`src/rtl/tick_dpad_debounce.sv`:
```
// Debounces four direction buttons on a tick timebase and emits auto-repeating
// move commands over a valid/ready handshake with single-slot overflow drop.
module tick_dpad_debounce #(
  parameter int unsigned DEB_TICKS  = 2,
  parameter int unsigned HOLD_TICKS = 5,
  parameter int unsigned REP_TICKS  = 2,
  parameter bit          REP_EN     = 1'b1
) (
  input  logic       clk,
  input  logic       rst_n,
  input  logic       tick_in,
  input  logic [3:0] btn_in,
  output logic       move_valid,
  output logic [1:0] move_dir,
  input  logic       move_ready,
  output logic       move_drop,
  output logic       pressed
);

  typedef enum logic [2:0] {S_IDLE, S_DEBOUNCE, S_HELD, S_REPEAT, S_LOCK} state_e;

  localparam logic [7:0] DEB_T  = 8'(DEB_TICKS);
  localparam logic [7:0] HOLD_T = 8'(HOLD_TICKS);
  localparam logic [7:0] REP_T  = 8'(REP_TICKS);

  // Reset asserts asynchronously but is released only on a clock edge.
  logic [1:0] rst_sync_q;
  logic       rst_int_n;

  always_ff @(posedge clk or negedge rst_n) begin
    if (!rst_n) rst_sync_q <= 2'b00;
    else        rst_sync_q <= {rst_sync_q[0], 1'b1};
  end
  assign rst_int_n = rst_sync_q[1];

  logic [3:0] sync1_q, s_q;
  state_e     state_q, state_d;
  logic [1:0] cand_q, cand_d;
  logic [7:0] cnt_q, cnt_d, hcnt_q, hcnt_d, rcnt_q, rcnt_d;
  logic       valid_q, valid_d, drop_q, drop_d;
  logic [1:0] dir_q, dir_d;
  logic       issue;

  function automatic logic [1:0] pri(input logic [3:0] v);
    if (v[0])      return 2'd0;
    else if (v[1]) return 2'd1;
    else if (v[2]) return 2'd2;
    else           return 2'd3;
  endfunction

  always_comb begin
    state_d = state_q;
    cand_d  = cand_q;
    cnt_d   = cnt_q;
    hcnt_d  = hcnt_q;
    rcnt_d  = rcnt_q;
    issue   = 1'b0;
    if (tick_in) begin
      case (state_q)
        S_IDLE: begin
          if (s_q != 4'd0) begin
            cand_d = pri(s_q);
            cnt_d  = 8'd1;
            if (DEB_TICKS == 1) begin
              issue   = 1'b1;
              cnt_d   = 8'd0;
              hcnt_d  = 8'd0;
              state_d = S_HELD;
            end else begin
              state_d = S_DEBOUNCE;
            end
          end
        end
        S_DEBOUNCE: begin
          if (!s_q[cand_q]) begin
            cnt_d   = 8'd0;
            state_d = S_IDLE;
          end else if (cnt_q + 8'd1 == DEB_T) begin
            issue   = 1'b1;
            cnt_d   = 8'd0;
            hcnt_d  = 8'd0;
            state_d = S_HELD;
          end else begin
            cnt_d = cnt_q + 8'd1;
          end
        end
        S_HELD: begin
          if (s_q == 4'd0) begin
            hcnt_d  = 8'd0;
            state_d = S_IDLE;
          end else if (!s_q[cand_q]) begin
            hcnt_d  = 8'd0;
            state_d = S_LOCK;
          end else if (REP_EN && (hcnt_q + 8'd1 == HOLD_T)) begin
            issue   = 1'b1;
            hcnt_d  = 8'd0;
            rcnt_d  = 8'd0;
            state_d = S_REPEAT;
          end else if (hcnt_q != 8'hFF) begin
            // saturates when repeat is disabled so the count never wraps
            hcnt_d = hcnt_q + 8'd1;
          end
        end
        S_REPEAT: begin
          if (s_q == 4'd0) begin
            rcnt_d  = 8'd0;
            state_d = S_IDLE;
          end else if (!s_q[cand_q]) begin
            rcnt_d  = 8'd0;
            state_d = S_LOCK;
          end else if (rcnt_q + 8'd1 == REP_T) begin
            issue  = 1'b1;
            rcnt_d = 8'd0;
          end else begin
            rcnt_d = rcnt_q + 8'd1;
          end
        end
        S_LOCK: begin
          if (s_q == 4'd0) state_d = S_IDLE;
        end
        default: state_d = S_IDLE;
      endcase
    end
  end

  // A new move may overwrite the slot only when it is empty or being drained this cycle.
  always_comb begin
    valid_d = valid_q;
    dir_d   = dir_q;
    drop_d  = 1'b0;
    if (valid_q && move_ready) valid_d = 1'b0;
    if (issue) begin
      if (!valid_q || move_ready) begin
        valid_d = 1'b1;
        dir_d   = cand_d;
      end else begin
        drop_d = 1'b1;
      end
    end
  end

  always_ff @(posedge clk or negedge rst_int_n) begin
    if (!rst_int_n) begin
      sync1_q <= 4'd0;
      s_q     <= 4'd0;
      state_q <= S_IDLE;
      cand_q  <= 2'd0;
      cnt_q   <= 8'd0;
      hcnt_q  <= 8'd0;
      rcnt_q  <= 8'd0;
      valid_q <= 1'b0;
      dir_q   <= 2'd0;
      drop_q  <= 1'b0;
    end else begin
      sync1_q <= btn_in;
      s_q     <= sync1_q;
      state_q <= state_d;
      cand_q  <= cand_d;
      cnt_q   <= cnt_d;
      hcnt_q  <= hcnt_d;
      rcnt_q  <= rcnt_d;
      valid_q <= valid_d;
      dir_q   <= dir_d;
      drop_q  <= drop_d;
    end
  end

  assign move_valid = valid_q;
  assign move_dir   = dir_q;
  assign move_drop  = drop_q;
  assign pressed    = (state_q == S_HELD) || (state_q == S_REPEAT);

endmodule
```
`config.mk`:
```
export PLATFORM = sky130hd
export DESIGN_NAME = tick_dpad_debounce
export DESIGN_NICKNAME = d
export VERILOG_FILES = /design/src/rtl/tick_dpad_debounce.sv
export SDC_FILE = /design/constraint.sdc
export NUM_CORES = 1
export LEC_CHECK = 0
export CAP_MARGIN = 0
export CORE_UTILIZATION = 50
export DETAILED_ROUTE_END_ITERATION = 8
export PLACE_DENSITY_LB_ADDON = 0.08
export SLEW_MARGIN = 20
export SYNTH_ARGS = -nofsm -noshare
export SYNTH_HDL_FRONTEND = slang
export SYNTH_SLANG_ARGS = --single-unit
```
`constraint.sdc`:
```
create_clock -name clk -period 2.98 [get_ports clk]
set_clock_uncertainty 0.1 [all_clocks]
set_input_delay 0.298 -clock clk [delete_from_list [all_inputs] [get_ports clk]]
set_output_delay 0.298 -clock clk [all_outputs]
set_load 0.01 [all_outputs]
```
# [Word-level counts from Yosys, hierarchy flattened]
# Cells that the tools add are included.
[word_totals] inputBits=8 output_inout_bits=5 regBits=43 elab_cells=100
[op_classes] add_sub_neg=3 mux=51 n_reduce_logical=15 n_eq_ne=19 magnitude_cmp=1
[ops] op="$mux W8" n=15
[ops] op="$pmux W8 S2" n=3
[ops] op="$mux W3" n=9
[ops] op="$add A8 B1 Y8 const B" n=3
[ops] op="$eq A8 B2 Y1 const B" n=2
[ops] op="$mux W1" n=16
[ops] op="$pmux W3 S5" n=1
[ops] op="$ne A2 B2 Y1 const B" n=7
[ops] op="$mux W2" n=5
[ops] op="$reduce_and A5 Y1" n=2
[ops] op="$eq A8 B3 Y1 const B" n=1
[ops] op="$ne A8 B8 Y1 const B" n=1
[ops] op="$eq A3 B2 Y1 const B" n=2
[ops] op="$ne A3 B3 Y1 const B" n=2
[ops] op="$reduce_and A6 Y1" n=1
[ops] op="$reduce_bool A2 Y1" n=3
[ops] op="$ne A5 B5 Y1 const B" n=1
[ops] op="$logic_not A4 Y1" n=1
[ops] op="$ne A4 B4 Y1 const B" n=1
[ops] op="$reduce_bool A4 Y1" n=1
[ops] op="$eq A3 B1 Y1 const B" n=1
[ops] op="$eq A3 B3 Y1 const B" n=1
[ops] op="$logic_not A3 Y1" n=1
[ops] op="$lt A2 B3 Y1 const B" n=1
[ops] op="other kinds (7)" n=8

# [Depth between registers and ports, before layout]
# Gate-level depths: netlist of the first run.
[depth] ltp_word=8 mapped_depth=8 mapped_depth_nobuf=8

# [Least setup slack after synthesis of the first run]
# Ideal clock, no wire load.
[synth_path] path_type="register -> register" startpoint="register hcnt_q[0]" endpoint="register dir_q[0], in the netlist move_dir[0]" stages_incl_launch_ff=8 setup_time_ns=0.125 arrival_ns=2.018 required_ns=2.755 path_buffers=0 setup_slack_ns=0.737 period_less_slack_ns=2.243 path_cell_list="dfrtp_1 > ha_1 > nor2b_1 > a21oi_1 > o31ai_2 > nand3_1 > a31oi_2 > mux2_2"
[synth_between] elab_chain_len=8
[synth_lines] item="start, declared" line_no="39" text="logic [7:0] cnt_q, cnt_d, hcnt_q, hcnt_d, rcnt_q, rcnt_d;"
[synth_lines] item="start signal, assigned" line_no="160" text="hcnt_q <= hcnt_d;"
[synth_lines] item="$add A8 B1 Y8" line_no="94" text="end else if (REP_EN && (hcnt_q + 8'd1 == HOLD_T)) begin"
[synth_lines] item="$eq A8 B3 Y1" line_no="94"
[synth_lines] item="$mux W1" line_no="94"
[synth_lines] item="$mux W1" line_no="91" text="end else if (!s_q[cand_q]) begin"
[synth_lines] item="$mux W1" line_no="88" text="if (s_q == 4'd0) begin"
[synth_lines] item="$pmux W1 S3" line_no="59" text="case (state_q)"
[synth_lines] item="$mux W1" line_no="58" text="if (tick_in) begin"
[synth_lines] item="$reduce_and A2 Y1 (no source line)"
[synth_lines] item="end signal, assigned" line_no="163" text="dir_q <= dir_d;"
[synth_lines] item="end, declared" line_no="41" text="logic [1:0] dir_q, dir_d;"
# Every way passes these cells.
# A chain may end at the register's enable or synchronous reset.

# [Worst setup path in the final report of the first run]
[layout_path] startpoint="register hcnt_q[0]" endpoint="register dir_q[1], in the netlist move_dir[1]"
# The elaborated chain is that of the path after synthesis.

==> implementation parameters, run 1 <==
Parameter                              Value

Clocking
  Clock-pin slew on the worst setup and hold paths    0.09 ns
  Largest buffer count on any clock path    2
  Sink count of the clock tree    43
  Clock buffer count from CTS    5
  CTS-repair resized insts    0
  Setup Fix Bufs, Post-CTS    0
  CTS tree    done
  H-tree levels    2
  Cts-stage hold buffer count    0
  Source-to-sink clock delay at the later pin of the worst-skew pair    0.30 ns
  Clock Tree Root    sky130_fd_sc_hd__clkbuf_8

Place
  Placed cell areas    approximately 2600 um2
  Placed wire-length estimate    around 3400 um
  Last weighted congestion value of the routability-driven placer    0.8193
  Port Buffers    12

Global route
  GR Util All Layers    0.2085
  Largest net degree at the start of global routing    42
  Global-route wire length before repair    8480 um
  Initial antenna violation count    0
  Residual overflow from global routing    0
  Via count of the first global-routing pass    between 1,500 and 2,000

Worst hold path
  Min-delay worst type    in -> async

Synth
  Distinct cell type count after synthesis    51
  Mean instance size in the synthesized netlist    about 9.5 um2
  Net count of the mapped netlist    about 270
  Share of flip-flops with an asynchronous set or reset after synthesis    1.000
  Most used DFF post-synth    sky130_fd_sc_hd__dfrtp_1
  Post-synth top area share    0.4388
  Post-synth design cell area    approximately 2500 um2
  Largest area contributor in the synthesized netlist    sky130_fd_sc_hd__dfrtp_1
  Post-synth EDFFs    0
  Leading cell types by total area after synthesis    sky130_fd_sc_hd__dfrtp_1 (44%), sky130_fd_sc_hd__o31ai_1 (4.3%), sky130_fd_sc_hd__nand3_1 (3.9%)
  Sequential area share after synthesis    0.4388
  Synthesis-stage register bit count    43
  Most instantiated cells after synthesis    sky130_fd_sc_hd__dfrtp_1 (43), sky130_fd_sc_hd__nor2_1 (25), sky130_fd_sc_hd__nand2_1 (19), sky130_fd_sc_hd__nand3_1 (19), sky130_fd_sc_hd__o21ai_0 (19)
  Leading cell type by number of instances after synthesis    sky130_fd_sc_hd__dfrtp_1
  Synth Instances    257
  Yosys Warn Count    0

Cells and area
  Layout Utilization    0.5770
  Share of layout cells above drive strength 1    0.1140
  Layout net count    285
  Total non-filler cell area in the finished layout    2725 um2
  Total inserted antenna cells    0
  Post-synthesis to final-layout area growth    11.12%
  Fill cell count    415

Power and ir drop
  Switching part of the total power    0.3911
  Highest ir drop seen on vdd    427.8 uV
  PwrDens    around 700 nW/um2
  Share of total power in sequential cells    0.422
  Share of power burned in combinational logic    0.378
  Cell-internal power    between 0.001 and 0.0015 W
  Static Leakage    approximately 1.1 nW
  Switching power    0.0007498 W
  Share of total power in the clock network    0.200

Drt
  Count of nets left with antenna violations after detail routing    0
  Detailed Routing Iterations Pass 1    4
  Met2 routed WL    2159 um
  # DRC    0
  Met3 WL post-DR    155 um
  Max layer used    met4
  Number of vias in the routed layout    1,927
  Wire length on met1    2408 um
  First DRT Iteration DRCs    90
  Routed length per instance    14.14 um
  Detail-routed via count per cell    5.684
  WL final    approximately 4800 um

Worst setup path
  Crit path capture type    flip-flop
  Data required, critical path    3.08 ns
  Critical Path Start Type    flip-flop
  Max FO, Critical Path    7
  WP data arrival    2.65 ns
  Critical setup path kind    reg -> reg

Floorplanning
  Starting density of the core    0.5192
  Cell Rows    25
  Die width    72.04 um
  Total I/O pin count    13
  Total Die Area    5189 um2
  Die Y    72.04 um
  Core footprint    4723 um2

Timing
  Setup total negative slack    0 ns
  Post-layout minimum cycle time    2.549 ns
  Achievable frequency    0.3923 GHz
  Total setup violations reported at the end of the flow    0
  Transition at the pin with the smallest max-transition slack    a little under 0.9 ns
  Max Transition Viols Final    0
  Setup repair after global routing missed its margin    no
  Final hold violations    0
  Worst hold slack across all endpoints    0.04356 ns
  Portion of the clock cycle consumed by the worst path in the final layout    0.8554
  Max_slew headroom    0.4107

Run status
  Run status    finished clean

Run
  Max Cap Viol    0
[path summary, 6_finish.rpt]
| path | startpoint | endpoint | slack (ns) | cells after the start |
|---|---|---|---|---|
| setup / recovery | hcnt_q[0] | move_dir[1] | 0.43 | 7 |
| hold / removal | rst_n | rst_sync_q[0] | 0.04 | 1 |
| setup reg to reg | hcnt_q[0] | move_dir[1] | 0.43 | 7 |
| hold reg to reg | sync1_q[0] | s_q[0] | 0.25 | 0 |
| max in group asynchronous | rst_sync_q[1] | cnt_q[0] | 1.93 | 0 |
| min in group clk | sync1_q[0] | s_q[0] | 0.25 | 0 |
[stage by stage]
| stage | power (W) | setup WS (ns) | cells |
|---|---|---|---|
| 6_report | 0.001917 | 0.4309 | 339 |
| 5_1_grt | 0.002054 | 0.1842 | 339 |
| 4_1_cts | 0.001933 | 0.4179 | 339 |
| 3_5_place_dp | 0.001540 | 0.4236 | 331 |
| 3_3_place_gp | 0.001532 | 0.4977 | 331 |
| 2_1_floorplan | 0.001357 | 0.7372 | 257 |
[layout make-up]
cell class	count	area (um2)	share of cell area
repair buffers	13	127.6	0.04683
flip-flops and latches	43	1077	0.3953
clock inverters	3	25.02	0.009183
clock buffers	5	68.82	0.02525
well taps	67	83.83	0.03076
inverters	14	52.55	0.01928
multi-input cells	194	1290	0.4734
[layout by cell type (no fill, tap or decap), types with 5 or more instances in the layout]
master	instances
sky130_fd_sc_hd__dfrtp_1	42
sky130_fd_sc_hd__nor2_1	25
sky130_fd_sc_hd__nand2_1	19
sky130_fd_sc_hd__o21ai_0	19
sky130_fd_sc_hd__nand3_1	19
sky130_fd_sc_hd__inv_1	14
sky130_fd_sc_hd__o31ai_1	14
sky130_fd_sc_hd__clkdlybuf4s50_1	12
sky130_fd_sc_hd__a21oi_1	8
sky130_fd_sc_hd__and3_1	7
sky130_fd_sc_hd__mux2_2	6
sky130_fd_sc_hd__ha_1	6
sky130_fd_sc_hd__nor2b_1	5
sky130_fd_sc_hd__clkbuf_8	5
[sequential cells by signal, summed over array words and instances (netlist names)]
name        flops
cand_q          2
cnt_q           8
hcnt_q          8
move_dir        2
move_drop       1
move_valid      1
rcnt_q          8
rst_sync_q      2
s_q             4
state_q         3
sync1_q         4
[routing by layer]
metal / vias to the layer above / track usage
met5: - / 0
met4: 0 / 0.05882
met3: 11 / 0.04167
met2: 33 / 0.3417
met1: 919 / 0.2834
li1: 964 / -
[worst max-delay path, cell delays in order, from the launching register on]
cell	delay, ns
sky130_fd_sc_hd__dfrtp_1	0.44
sky130_fd_sc_hd__ha_1	0.30
sky130_fd_sc_hd__and2b_1	0.17
sky130_fd_sc_hd__a21oi_1	0.05
sky130_fd_sc_hd__o31ai_2	0.49
sky130_fd_sc_hd__nand3_1	0.23
sky130_fd_sc_hd__a31oi_2	0.28
sky130_fd_sc_hd__mux2_2	0.36
[power by group through the flow]
stage | Clock, W | Combinational [W] | Sequential, W
detailed placement | 0 | 0.000721 | 0.000820
floorplan | 0 | 0.000571 | 0.000786
CTS | 0.000401 | 0.000722 | 0.000810
finish | 0.000384 | 0.000724 | 0.000809
global placement | 0 | 0.000715 | 0.000817
global route | 0.000414 | 0.000811 | 0.000829
[cells by family after synthesis]
family	share of synthesized area
AOI/OAI and AO/OA	0.1969
xor gates and xnor gates	0.02500
adders and majority gates	0.03061
buffers and inverters	0.03520
DFF	0.4388
muxes	0.05306
other	0.001529
and+or+nand+nor	0.2189
Note: power is estimated with default switching activity, not from simulation.
==> run 2: changes to the inputs <==
Settings changed: SLEW_MARGIN 20 to not set, TNS_END_PERCENT set to 10.
==> results of run 2 <==
The final DEF is identical to that of run 1; final timing and power are the same.
==> run 3: changes to the inputs <==
Settings changed: PLACE_DENSITY set to 0.71, PLACE_DENSITY_LB_ADDON 0.08 to not set.
==> run 3 against run 2 <==
Net effect: clock power increased by 19%; utilization is 0.56 points higher; power increased by 4.4%.
==> implementation parameters, run 3 (synthesized netlist as in run 1, its figures left out) <==
Parameter                              Value

Run status
  Run status    finished clean

Cells and area
  Post-synthesis to final-layout area growth    12.19%
  Total inserted antenna cells    0
  Leading cell type in the layout, fill and taps excluded    sky130_fd_sc_hd__dfrtp_1
  Layout net count    between 200 and 300
  Fill cell count    405
  Share of layout cells above drive strength 1    0.1172
  Largest registers in the final layout    cnt_q x8, hcnt_q x8, rcnt_q x8
  Commonest cells after routing, fill and taps aside    sky130_fd_sc_hd__dfrtp_1 (42), sky130_fd_sc_hd__nor2_1 (25), sky130_fd_sc_hd__nand2_1 (19), sky130_fd_sc_hd__o21ai_0 (19), sky130_fd_sc_hd__nand3_1 (19)

Timing
  Transition at the pin with the smallest max-transition slack    0.8970 ns
  Max_slew headroom    0.4020
  Total setup violations reported at the end of the flow    0
  Post-layout minimum cycle time    2.534 ns
  Achievable frequency    0.3946 GHz
  Portion of the clock cycle consumed by the worst path in the final layout    0.8504
  Setup total negative slack    0 ns
  Max Transition Viols Final    0
  Setup repair after global routing missed its margin    no
  Post-route worst setup slack    0.4459 ns
  Worst hold slack across all endpoints    0.05654 ns
  Final hold violations    0

Clocking
  CTS-repair resized insts    0
  CTS tree    done
  Cts-stage hold buffer count    0
  H-tree levels    2
  Source-to-sink clock delay at the later pin of the worst-skew pair    0.29 ns
  Largest buffer count on any clock path    2
  Sink count of the clock tree    43
  Clock buffer count from CTS    5
  Clock Tree Root    sky130_fd_sc_hd__clkbuf_8
  Clock-pin slew on the worst setup and hold paths    0.09 ns
  Setup Fix Bufs, Post-CTS    0

Power and ir drop
  PwrDens    727.4 nW/um2
  Static Leakage    around 1.1 nW
  Overall power of the completed layout    0.002001 W
  Highest ir drop seen on vdd    402.5 uV

Worst hold path
  Min-delay worst type    in -> async

Floorplanning
  Core footprint    ~4700 um2
  Die width    72.04 um
  Cell Rows    25
  Total Die Area    around 5200 um2
  Starting density of the core    0.5192
  Die Y    72.04 um
  Total I/O pin count    13

Worst setup path
  Reg2Reg Capture Point    move_dir[1]
  Slack of the worst reg-to-reg path    0.45 ns
  Data required, critical path    3.07 ns
  Crit path capture type    flip-flop
  Critical setup path kind    reg -> reg
  Critical Path Start Type    flip-flop
  WP data arrival    about 2.6 ns
  Crit Reg-Reg Startpoint    hcnt_q[0]
  Max FO, Critical Path    7
  Path depth of the worst reg2reg path    7

Place
  Port Buffers    12
  Worst-case setup slack after placement    0.4402 ns
  Last weighted congestion value of the routability-driven placer    0.8253
  Placed wire-length estimate    around 3500 um

Drt
  Detail-routed via count per cell    around 5.7
  First DRT Iteration DRCs    141
  Count of nets left with antenna violations after detail routing    0
  Detailed Routing Iterations Pass 1    4
  WL final    4796 um
  # DRC    0
  Routed length per instance    14.11 um
  Number of vias in the routed layout    roughly 1,900

Global route
  Global-route wire length before repair    around 8400 um
  Via count of the first global-routing pass    roughly 1,800
  GR Util All Layers    0.2066
  Residual overflow from global routing    0
  Initial antenna violation count    0
  Largest net degree at the start of global routing    42

Run
  Max Cap Viol    0
==> run 3: cell count changes in the layout (fill, tap and decap cells not counted), sizes merged <==
cell,delta
buf,+1
clkinvlp,-1
bufinv,+1
==> run 3: layer usage <==
| metal | vias to the layer above | track usage | wire, um |
|---|---|---|---|
| met3 | 4 | 0.04306 | 160 |
| met2 | 34 | 0.3166 | 2213 |
| met4 | 0 | 0.06318 | 21 |
| li1 | 967 | - | - |
| met5 | - | 0 | 0 |
| met1 | 924 | 0.2963 | 2402 |
==> run 3: critical path, cell delays in order, from the launching register on <==
cell	delay, ns
sky130_fd_sc_hd__dfrtp_1	0.44
sky130_fd_sc_hd__ha_1	0.29
sky130_fd_sc_hd__nor2b_1	0.14
sky130_fd_sc_hd__a21oi_1	0.08
sky130_fd_sc_hd__o31ai_2	0.49
sky130_fd_sc_hd__nand3_1	0.24
sky130_fd_sc_hd__a31oi_2	0.30
sky130_fd_sc_hd__mux2_2	0.36
==> run 3: through the flow <==
step	std cells	instance area [um2]	utilization
6_report	340	2751	0.5825
3_5_place_dp	332	2639	0.5587
5_1_grt	340	2751	0.5825
4_1_cts	340	2751	0.5825
2_1_floorplan	257	2452	-
3_3_place_gp	332	2639	0.5587
==> run 3: area by class of cell <==
type,instances,area [um2],share of cell area
Tap cell,67,83.83,0.03047
Sequential cell,43,1077,0.3915
Timing Repair Buffer,14,135.1,0.04911
Clock inverter,3,43.79,0.01592
Inverter,14,52.55,0.01910
Multi-Input combinational cell,194,1290,0.4689
Clock buffer,5,68.82,0.02501
==> run 3: where the power goes <==
part	switching (W)	internal (W)
Sequential	0.000126	0.000681
Combinational	0.000409	0.000327
Clock	0.000208	0.000250
==> run 3: how the worst max path moves through the flow <==
stage                   start           to  slack [ns]
detailed placement  hcnt_q[0]  move_dir[0]        0.44
floorplan           hcnt_q[0]  move_dir[0]        0.74
global placement    hcnt_q[0]  move_dir[0]        0.50
global route        hcnt_q[0]  move_dir[1]        0.33
CTS                 hcnt_q[0]  move_dir[1]        0.46
finish              hcnt_q[0]  move_dir[1]        0.45
